[src/rtl/riscv_pkg.sv]
// Shared RV32I encodings and sequencer types: opcodes, ALU codes, immediate and
// write-back selects, FSM states and the instruction classifier.
package riscv_pkg;

  localparam logic [6:0] OPC_LOAD   = 7'b0000011;
  localparam logic [6:0] OPC_STORE  = 7'b0100011;
  localparam logic [6:0] OPC_BRANCH = 7'b1100011;
  localparam logic [6:0] OPC_OP_IMM = 7'b0010011;
  localparam logic [6:0] OPC_OP     = 7'b0110011;
  localparam logic [6:0] OPC_LUI    = 7'b0110111;
  localparam logic [6:0] OPC_AUIPC  = 7'b0010111;
  localparam logic [6:0] OPC_JAL    = 7'b1101111;
  localparam logic [6:0] OPC_JALR   = 7'b1100111;

  typedef enum logic [3:0] {
    ALU_ADD  = 4'b0000,
    ALU_SUB  = 4'b0001,
    ALU_OR   = 4'b0010,
    ALU_AND  = 4'b0011,
    ALU_XOR  = 4'b0100,
    ALU_SLT  = 4'b0101,
    ALU_SLL  = 4'b0110,
    ALU_SRL  = 4'b0111,
    ALU_SRA  = 4'b1000,
    ALU_SLTU = 4'b1001,
    ALU_LUI  = 4'b1111
  } alu_op_e;

  typedef enum logic [2:0] {
    IMM_I = 3'd0,
    IMM_S = 3'd1,
    IMM_B = 3'd2,
    IMM_U = 3'd3,
    IMM_J = 3'd4
  } imm_sel_e;

  typedef enum logic [1:0] {
    WB_MEM = 2'd0,
    WB_ALU = 2'd1,
    WB_PC4 = 2'd2
  } wb_sel_e;

  typedef enum logic [2:0] {
    ST_FETCH  = 3'd0,
    ST_DECODE = 3'd1,
    ST_EXEC   = 3'd2,
    ST_MEM    = 3'd3,
    ST_WB     = 3'd4,
    ST_TRAP   = 3'd5
  } state_e;

  typedef enum logic [3:0] {
    CLS_LOAD,
    CLS_STORE,
    CLS_BRANCH,
    CLS_OP_IMM,
    CLS_OP,
    CLS_LUI,
    CLS_AUIPC,
    CLS_JAL,
    CLS_JALR,
    CLS_ILLEGAL
  } instr_class_e;

  typedef struct packed {
    logic     imem_req;
    logic     ir_we;
    logic     pc_we;
    logic     pc_sel;
    logic     reg_wen;
    logic     a_sel;
    logic     b_sel;
    logic     br_un;
    imm_sel_e imm_sel;
    alu_op_e  alu_control;
    logic     dmem_req;
    logic     mem_rw;
    wb_sel_e  wb_sel;
    logic     illegal;
  } seq_ctrl_t;

  // Reserved funct3 values of branch/load/store are folded into CLS_ILLEGAL.
  function automatic instr_class_e classify(input logic [6:0] opcode,
                                            input logic [2:0] funct3);
    instr_class_e cls;
    case (opcode)
      OPC_LOAD:   cls = (funct3 inside {3'b011, 3'b110, 3'b111}) ? CLS_ILLEGAL : CLS_LOAD;
      OPC_STORE:  cls = (funct3 >= 3'b011) ? CLS_ILLEGAL : CLS_STORE;
      OPC_BRANCH: cls = (funct3 inside {3'b010, 3'b011}) ? CLS_ILLEGAL : CLS_BRANCH;
      OPC_OP_IMM: cls = CLS_OP_IMM;
      OPC_OP:     cls = CLS_OP;
      OPC_LUI:    cls = CLS_LUI;
      OPC_AUIPC:  cls = CLS_AUIPC;
      OPC_JAL:    cls = CLS_JAL;
      OPC_JALR:   cls = CLS_JALR;
      default:    cls = CLS_ILLEGAL;
    endcase
    return cls;
  endfunction

endpackage

[src/rtl/alu_decode.sv]
// Maps (opcode, funct3, instr[30]) to the ALU operation code. Non-arithmetic
// opcodes use add for address / target computation; LUI passes the immediate.
module alu_decode
  import riscv_pkg::*;
(
  input  logic [6:0] opcode,
  input  logic [2:0] funct3,
  input  logic       funct7_b5,
  output alu_op_e    alu_control
);

  logic is_reg;

  assign is_reg = (opcode == OPC_OP);

  // NOTE: every output of a combinational block gets a default first, so no
  // path leaves it unassigned and no latch is inferred.
  always_comb begin
    alu_control = ALU_ADD;
    if (opcode == OPC_LUI) begin
      alu_control = ALU_LUI;
    end else if (is_reg || opcode == OPC_OP_IMM) begin
      // instr[30] selects sub only for register-register; addi has no sub form.
      case (funct3)
        3'b000: alu_control = (is_reg && funct7_b5) ? ALU_SUB : ALU_ADD;
        3'b001: alu_control = ALU_SLL;
        3'b010: alu_control = ALU_SLT;
        3'b011: alu_control = ALU_SLTU;
        3'b100: alu_control = ALU_XOR;
        3'b101: alu_control = funct7_b5 ? ALU_SRA : ALU_SRL;
        3'b110: alu_control = ALU_OR;
        3'b111: alu_control = ALU_AND;
        default: alu_control = ALU_ADD;
      endcase
    end
  end

endmodule

[src/rtl/mc_sequencer.sv]
// Multi-cycle RV32I control FSM: FETCH/DECODE/EXEC/MEM/WB with req/ready
// handshakes to instruction and data memory; outputs decode state and instr.
module mc_sequencer
  import riscv_pkg::*;
#(
  parameter int XLEN            = 32,
  parameter bit TRAP_ON_ILLEGAL = 1'b1
) (
  input  logic            clk,
  input  logic            rst,
  input  logic [XLEN-1:0] instr,
  input  logic            imem_ready,
  input  logic            dmem_ready,
  input  logic            BrEq,
  input  logic            BrLt,
  output logic            imem_req,
  output logic            ir_we,
  output logic            pc_we,
  output logic            PCsel,
  output logic            RegWEn,
  output logic            Asel,
  output logic            Bsel,
  output logic            BrUn,
  output logic [2:0]      imm_sel,
  output logic [3:0]      alu_control,
  output logic            dmem_req,
  output logic            MemRW,
  output logic [1:0]      WBsel,
  output logic            illegal,
  output logic [2:0]      state
);

  state_e       state_q, state_d;
  instr_class_e cls;
  alu_op_e      alu_op;
  seq_ctrl_t    ctrl, ctrl_out;
  logic [2:0]   funct3;
  logic         taken;
  logic         dp_a_sel, dp_b_sel;
  imm_sel_e     dp_imm_sel;
  logic         unused_instr;

  assign funct3       = instr[14:12];
  assign cls          = classify(instr[6:0], funct3);
  assign unused_instr = ^{instr[XLEN-1:31], instr[29:15], instr[11:7]};

  alu_decode u_alu_decode (
    .opcode      (instr[6:0]),
    .funct3      (funct3),
    .funct7_b5   (instr[30]),
    .alu_control (alu_op)
  );

  // NOTE: sequential state uses non-blocking assignment; the reset is
  // synchronous and only the state register needs it.
  always_ff @(posedge clk) begin
    if (rst) state_q <= ST_FETCH;
    else     state_q <= state_d;
  end

  always_comb begin
    case (funct3)
      3'b000:         taken = BrEq;
      3'b001:         taken = !BrEq;
      3'b100, 3'b110: taken = BrLt;
      3'b101, 3'b111: taken = !BrLt;
      default:        taken = 1'b0;
    endcase
  end

  // Operand selects per class; held unchanged through EXEC, MEM and WB.
  always_comb begin
    dp_a_sel   = 1'b0;
    dp_b_sel   = 1'b1;
    dp_imm_sel = IMM_I;
    case (cls)
      CLS_OP:     dp_b_sel = 1'b0;
      CLS_STORE:  dp_imm_sel = IMM_S;
      CLS_BRANCH: begin dp_a_sel = 1'b1; dp_imm_sel = IMM_B; end
      CLS_LUI:    dp_imm_sel = IMM_U;
      CLS_AUIPC:  begin dp_a_sel = 1'b1; dp_imm_sel = IMM_U; end
      CLS_JAL:    begin dp_a_sel = 1'b1; dp_imm_sel = IMM_J; end
      default:    ;
    endcase
  end

  always_comb begin
    ctrl    = '0;
    state_d = state_q;

    if (state_q inside {ST_EXEC, ST_MEM, ST_WB}) begin
      ctrl.a_sel       = dp_a_sel;
      ctrl.b_sel       = dp_b_sel;
      ctrl.imm_sel     = dp_imm_sel;
      ctrl.alu_control = alu_op;
    end

    case (state_q)
      ST_FETCH: begin
        ctrl.imem_req = 1'b1;
        if (imem_ready) begin
          ctrl.ir_we = 1'b1;
          state_d    = ST_DECODE;
        end
      end
      ST_DECODE: begin
        if (cls != CLS_ILLEGAL) begin
          state_d = ST_EXEC;
        end else if (TRAP_ON_ILLEGAL) begin
          state_d = ST_TRAP;
        end else begin
          ctrl.pc_we = 1'b1;
          state_d    = ST_FETCH;
        end
      end
      ST_EXEC: begin
        if (cls == CLS_BRANCH) begin
          ctrl.pc_we  = 1'b1;
          ctrl.pc_sel = taken;
          ctrl.br_un  = funct3[2] & funct3[1];
          state_d     = ST_FETCH;
        end else if (cls inside {CLS_LOAD, CLS_STORE}) begin
          state_d = ST_MEM;
        end else begin
          state_d = ST_WB;
        end
      end
      ST_MEM: begin
        ctrl.dmem_req = 1'b1;
        ctrl.mem_rw   = (cls == CLS_STORE);
        if (dmem_ready) begin
          if (cls == CLS_STORE) begin
            ctrl.pc_we = 1'b1;
            state_d    = ST_FETCH;
          end else begin
            state_d = ST_WB;
          end
        end
      end
      ST_WB: begin
        ctrl.reg_wen = 1'b1;
        ctrl.pc_we   = 1'b1;
        if (cls inside {CLS_JAL, CLS_JALR}) begin
          ctrl.pc_sel = 1'b1;
          ctrl.wb_sel = WB_PC4;
        end else if (cls == CLS_LOAD) begin
          ctrl.wb_sel = WB_MEM;
        end else begin
          ctrl.wb_sel = WB_ALU;
        end
        state_d = ST_FETCH;
      end
      ST_TRAP: ctrl.illegal = 1'b1;
      default: state_d = ST_FETCH;
    endcase
  end

  // Reset silences every strobe immediately, so an abandoned handshake cannot
  // retire or write anything on the reset edge.
  assign ctrl_out = rst ? '0 : ctrl;

  assign imem_req    = ctrl_out.imem_req;
  assign ir_we       = ctrl_out.ir_we;
  assign pc_we       = ctrl_out.pc_we;
  assign PCsel       = ctrl_out.pc_sel;
  assign RegWEn      = ctrl_out.reg_wen;
  assign Asel        = ctrl_out.a_sel;
  assign Bsel        = ctrl_out.b_sel;
  assign BrUn        = ctrl_out.br_un;
  assign imm_sel     = ctrl_out.imm_sel;
  assign alu_control = ctrl_out.alu_control;
  assign dmem_req    = ctrl_out.dmem_req;
  assign MemRW       = ctrl_out.mem_rw;
  assign WBsel       = ctrl_out.wb_sel;
  assign illegal     = ctrl_out.illegal;
  assign state       = state_q;

endmodule

[config.mk]
export PLATFORM = sky130hd
export DESIGN_NAME = mc_sequencer
export DESIGN_NICKNAME = d
export VERILOG_FILES = /design/src/rtl/riscv_pkg.sv /design/src/rtl/alu_decode.sv /design/src/rtl/mc_sequencer.sv
export SDC_FILE = /design/constraint.sdc
export NUM_CORES = 1
export LEC_CHECK = 0
export ABC_AREA = 1
export CAP_MARGIN = 30
export CORE_ASPECT_RATIO = 1.1
export CORE_MARGIN = 2
export CORE_UTILIZATION = 35
export CTS_CLUSTER_SIZE = 25
export DETAILED_ROUTE_END_ITERATION = 10
export GPL_TIMING_DRIVEN = 0
export PLACE_DENSITY_LB_ADDON = 0.3
export SYNTH_ARGS = -nofsm -noshare
export SYNTH_HDL_FRONTEND = slang
export SYNTH_SLANG_ARGS = --single-unit
[constraint.sdc]
create_clock -name clk -period 2.9 [get_ports clk]
set_input_delay 0.87 -clock clk [delete_from_list [all_inputs] [get_ports clk]]
set_output_delay 0.87 -clock clk [all_outputs]
set_load 0.03 [all_outputs]
# Yosys cells after proc, flatten, opt, wreduce, memory -nomap -nowiden
# Index checks and enable logic that the tools add are counted.
# word_totals
output_inout_bits	23
in_bits	38
word_cells	91
reg_bits	3
# op_classes
n_lt_le_gt_ge	1
reduce_logical	17
n_eq_ne	31
bitwise	2
mux	39
# ops
operator	n
$pmux 4 s9	1
$pmux 4 s8	1
$mux 4	6
$eq 7x6->1 const B	3
$eq 7x7->1 const B	3
$mux 20	1
$eq 3x3->1 const B	6
$mux 3	6
$eq 4x3->1 const B	4
$pmux 3 s5	1
$eq 7x5->1 const B	2
$eq 3x2->1 const B	4
$mux 1	12
$mux 2	6
$pmux 3 s4	1
$eq 7x2->1 const B	1
$mux 7	1
$eq 3x1->1 const B	2
$logic_not 3->1	2
$reduce_bool 2->1	3
$reduce_bool 3->1	2
$reduce_or 2->1	3
$eq 4x1->1 const B	1
$eq 4x2->1 const B	1
15 further kinds	17

# Longest topological paths before layout
# depth
word_depth	9
mapped_depth	14
mapped_depth_nobuf	14

# By module
# A second synthesis with hierarchy kept.
# hier_totals
cells_unflattened	194
hier_area_um2	959.7
# modules_own_cells
mod	instances	cells_per_inst	area_each_um2	seq_area_each_um2
mc_sequencer	1	156	783.3	60.1
alu_decode	1	38	176.4	0.0

# Worst setup path before layout
# No wires, ideal clock.
# synth_timing
kind	input to output
from	input rst
to	output PCsel
path_stages	5
n_path_buf	1
arrival_ns	2.461
slack_ns	-0.431
required_ns	2.030
cell_sequence	buf_2 > nor2_1 > inv_1 > nand2_1 > a21boi_0
# synth_between
elab_chain_cells	1
# synth_lines
element	line	rtl
from (decl)	mc_sequencer.sv:10	input logic rst,
$mux 20	mc_sequencer.sv:160	assign ctrl_out = rst ? '0 : ctrl;
to (decl)	mc_sequencer.sv:19	output logic PCsel,
# Every way passes these cells.

# Worst setup path after layout
# layout_timing
from	input instr[2]
to	output pc_we
# layout_between
elab_chain_cells	7
word_cells_on_any_way	17
classes_between	eq/ne (11); mux (6)
# layout_lines
element	line	rtl
from (decl)	mc_sequencer.sv:11	input logic [XLEN-1:0] instr,
$eq 7x7->1, or another cell as far along	riscv_pkg.sv:86	case (opcode)
$pmux 4 s9 (*)	riscv_pkg.sv:86	
$eq 4x1->1	mc_sequencer.sv:132	if (cls == CLS_STORE) begin
$mux 1	mc_sequencer.sv:132	
$mux 1	mc_sequencer.sv:131	if (dmem_ready) begin
$pmux 1 s3 (*)	mc_sequencer.sv:98	case (state_q)
$mux 20 (*)	mc_sequencer.sv:160	
to (decl)	mc_sequencer.sv:18	output logic pc_we,
# Every way passes the cells marked *; elsewhere a longest branch is shown, timed or not.

==> run summary <==
Overall die width = 51.9 um
Count of routing violations after the opening detailed-route iteration = 13
Clock Skews = 0.00672 ns
Final number of hold-violating endpoints = 0
Routed vias/inst = 5.05
Clock-pin slew reported for the worst setup and hold paths after clock tree synthesis = 0.04 ns
Total standard cell area after synthesis = 883 sq um
Maximum clock path buffer count = 2
Core utilization of the finished layout = 70.0%
Gr usage total = 22.7%
Ratio of cells with drive above 1 in the final layout = 47.1%
Share of flip-flops with an asynchronous set or reset = 0%
Critical Path Source Type = primary input
Post-route worst setup slack = -0.202 ns
Switching share of power = 49.1%
Gr ovfl total = 0
Clock sink total = 3
Total of buffers placed on input and output ports = 38
Worst-margin pin slew = 0.320 ns
Total of endpoints with negative setup slack in the final report = 4
Average instance area after synthesis = 4.99 sq um
ANT cells = 0
Power density over the cells = 234 nW/um^2
RSZ-0062 raised after global routing = true
Critical path type = primary input to output pin
Num CTS Buffers = 3
Pre-CTS setup slack = -1.28 ns
Setup Total Neg Slack = -0.597 ns
Post-synth cell types = 26
Proportion of netlist area held by the largest area contributor = 19.1%
Worst reg2reg startpoint = state[2]$_SDFFE_PP0P_
Initial core utilization = 36.1%
Worst-case hold path end point = state[0]$_SDFFE_PP0P_
Number of flip-flops under the largest register name = 3
Library cell appearing most often on the critical path = sky130_fd_sc_hd__nor2_4
Reg2reg path depth = 10
Post-Synthesis Cells = 177
Final-report max-slew violation count = 0
Area of combinational cells with multiple inputs = 946 sq um
Arrival time reported for the critical path endpoint = 2.23 ns
DRC errors left = 0
Number of flip-flops and latches in the synthesized netlist = 3
Area overhead of the layout relative to synthesis = 93.9%
Worst-case register-to-register setup slack = 1.33 ns
Row cnt = 19
Failing checks = setup timing
Weighted congestion at the end of routability-driven global placement = 0.834
Master cell of the clock root buffer = sky130_fd_sc_hd__clkbuf_4
Number of nets in the final layout = 277
Post-placement cell count = 246
Comb pwr share = 66.0%
Die height = 56.7 um
Core box area = 2450 sq um
Post-synthesis sequential area ratio = 6.80%
Total area of sequential cells = 60.1 sq um
Power share of the sequential group = 14.6%
Cell at the slowest stage of the critical path = sky130_fd_sc_hd__nor2_4
Highest ir drop seen on vdd = 367 uV
Latest clock arrival within the worst-skew pair = 0.24 ns
Switching component of the power = 197 uW
Antenna-violating nets left = 0
Synthesis Warnings = 0
P_leak = 0.838 nW
Final worst path period need = 3.10 ns
Crit path required time = 2.03 ns
Maximum number of pins on one net before global-route repair = 11
Router iterations before antenna repair = 4
Cell internal power dissipation = 204 uW
Cell taking the most area after synthesis = sky130_fd_sc_hd__nand2_1
Top-count cell post-synth = sky130_fd_sc_hd__nand2_1
Startpoint of the most critical hold path = state[2]$_SDFFE_PP0P_
Status = finished with violations
Class of the most critical hold timing path = flip-flop to flip-flop
Via Count = 1,359
Top FF cell, synth = sky130_fd_sc_hd__dfxtp_1
Timing-limited maximum frequency = 322 MHz
Fillers = 205
Routed WL = 3.35 mm
Wire length of the first global-routing pass = 5.12 mm
Cells taking the most area after synthesis = sky130_fd_sc_hd__nand2_1 (19%), sky130_fd_sc_hd__inv_1 (14%), sky130_fd_sc_hd__nor2_1 (14%)
Highest fanout seen on the critical path = 5
Via count of the first global-routing pass = 1,267
Full die area = 2940 sq um
Number of stages on the worst hold path = 3
Part of the cycle the worst path needs = 107%
Maximum level of the CTS H-tree = 1
Net Count, Synth = 215
Power share of the clock group = 19.4%
Hold buffer count at cts = 0
Avg WL per Cell = 12.5 um
Max-cap violation count = 0
Top cells by instance count after synthesis = sky130_fd_sc_hd__nand2_1 (45), sky130_fd_sc_hd__inv_1 (33), sky130_fd_sc_hd__nor2_1 (32), sky130_fd_sc_hd__nand3_1 (10), sky130_fd_sc_hd__o21ai_0 (8)
Detailed placer's ending HPWL = 2.10 mm
Clock tree from TritonCTS = built
Kind of end point of the critical path = output pin
Number of placed I/O pins = 61
Number of antenna violations at the first check in global routing = 0
Slowest Stage Delay on Critical Path = 0.15 ns
R2r endpoint = state[2]$_SDFFE_PP0P_
Number of flops mapped to enable cells by yosys = 0
Critical Path, Cell by Cell = buf_6 -> nor2_4 -> nand2_8 -> nor2_4 -> nand2_2 -> nand2_4 -> nor2_4 -> nand2_4 -> nand2_4 -> nor2_4 -> nand3_2 -> a31oi_4 -> buf_6
Non-Filler Instances = 269
Headroom to the max-slew limit = 78.6%
## power groups by stage
stage | sequential [mW] | clock (mW) | combinational [mW]
after CTS | 0.0585 | 0.0817 | 0.245
final | 0.0586 | 0.0778 | 0.264
after global placement | 0.0590 | 0 | 0.228
after detailed placement | 0.0590 | 0 | 0.230
after floorplan | 0.0724 | 0 | 0.132
after global routing | 0.0606 | 0.0826 | 0.287
## final cells by class
type	instances	share of cell area (%)
multi-input combinational	137	55.2
timing repair buffer	57	28.3
buffer	1	0.438
sequential	3	3.51
tap	31	2.26
inverter	36	8.77
clock buffer	4	1.53
## worst max-delay path by stage
| stage | to | start | cells after the start | slack (ns) |
|---|---|---|---|---|
| 3_3_place_gp | pc_we | instr[4] | 14 | -1.27 |
| 4_1_cts | pc_we | instr[3] | 13 | -0.23 |
| 3_5_place_dp | pc_we | instr[4] | 14 | -1.28 |
| 5_1_grt | pc_we | instr[2] | 14 | -0.30 |
| 6_report | pc_we | instr[2] | 13 | -0.20 |
| 2_1_floorplan | MemRW | instr[4] | 12 | 0.01 |
## layout by cell type, fill, tap and decap left out, types with 2 or more instances in the layout
cell                               n
sky130_fd_sc_hd__buf_2             8
sky130_fd_sc_hd__clkbuf_4          4
sky130_fd_sc_hd__nand2_2           4
sky130_fd_sc_hd__inv_2             8
sky130_fd_sc_hd__nor2_2            8
sky130_fd_sc_hd__nor3_4            2
sky130_fd_sc_hd__buf_4            23
sky130_fd_sc_hd__nor2_1           18
sky130_fd_sc_hd__nand3_4           2
sky130_fd_sc_hd__clkbuf_2          3
sky130_fd_sc_hd__nor3_1            3
sky130_fd_sc_hd__o21ai_0           7
sky130_fd_sc_hd__nor3_2            3
sky130_fd_sc_hd__nand2_8           2
sky130_fd_sc_hd__a21oi_1           3
sky130_fd_sc_hd__clkdlybuf4s50_1  11
sky130_fd_sc_hd__nor2_4           12
sky130_fd_sc_hd__dfxtp_1           3
sky130_fd_sc_hd__o21bai_1          2
sky130_fd_sc_hd__nand2_1          38
sky130_fd_sc_hd__nand3_1           7
sky130_fd_sc_hd__inv_8             2
sky130_fd_sc_hd__nand2_4           7
sky130_fd_sc_hd__nand3_2           4
sky130_fd_sc_hd__inv_1            26
sky130_fd_sc_hd__a21oi_2           5
sky130_fd_sc_hd__buf_6             8
## cells by family (layout without fill, tap and decap cells)
logic type,after synthesis,after routing,synth area share [%]
simple gates,112,112,60.3
flops,3,3,6.80
compound gates,25,25,17.0
buf+inv,37,98,15.9
## repair_timing
action | CTS | global route
resized for setup | 139 | 50
buffers inserted | 13 | 6
endpoints found under the setup margin | 16 | 15
pin swaps | 26 | 17
## worst max-delay path, delay by kind of cell
family | cells | cell delay [ns]
simple gates | 10 | 0.94
buf+inv | 2 | 0.26
compound gates | 1 | 0.15
## routing by layer
metal | track usage [%] | up-vias | share of wire (%) | routed length [um]
li1 | - | 674 | - | -
met1 | 25.2 | 611 | 37 | 1230
met2 | 39.1 | 55 | 54 | 1810
met3 | 3.19 | 19 | 4.2 | 141
met4 | 14.7 | 0 | 5.0 | 166
met5 | 0 | - | 0 | 0
## per-stage QoR
stage | total power, mW | hold slack [ns] | instance area [sq um]
2_1_floorplan | 0.204 | 0.761 | 985
3_3_place_gp | 0.287 | 0.660 | 1400
3_5_place_dp | 0.289 | 0.656 | 1400
4_1_cts | 0.385 | 0.655 | 1590
5_1_grt | 0.430 | 0.704 | 1710
6_report | 0.401 | 0.657 | 1710
Note: power is estimated with default switching activity, not from simulation.
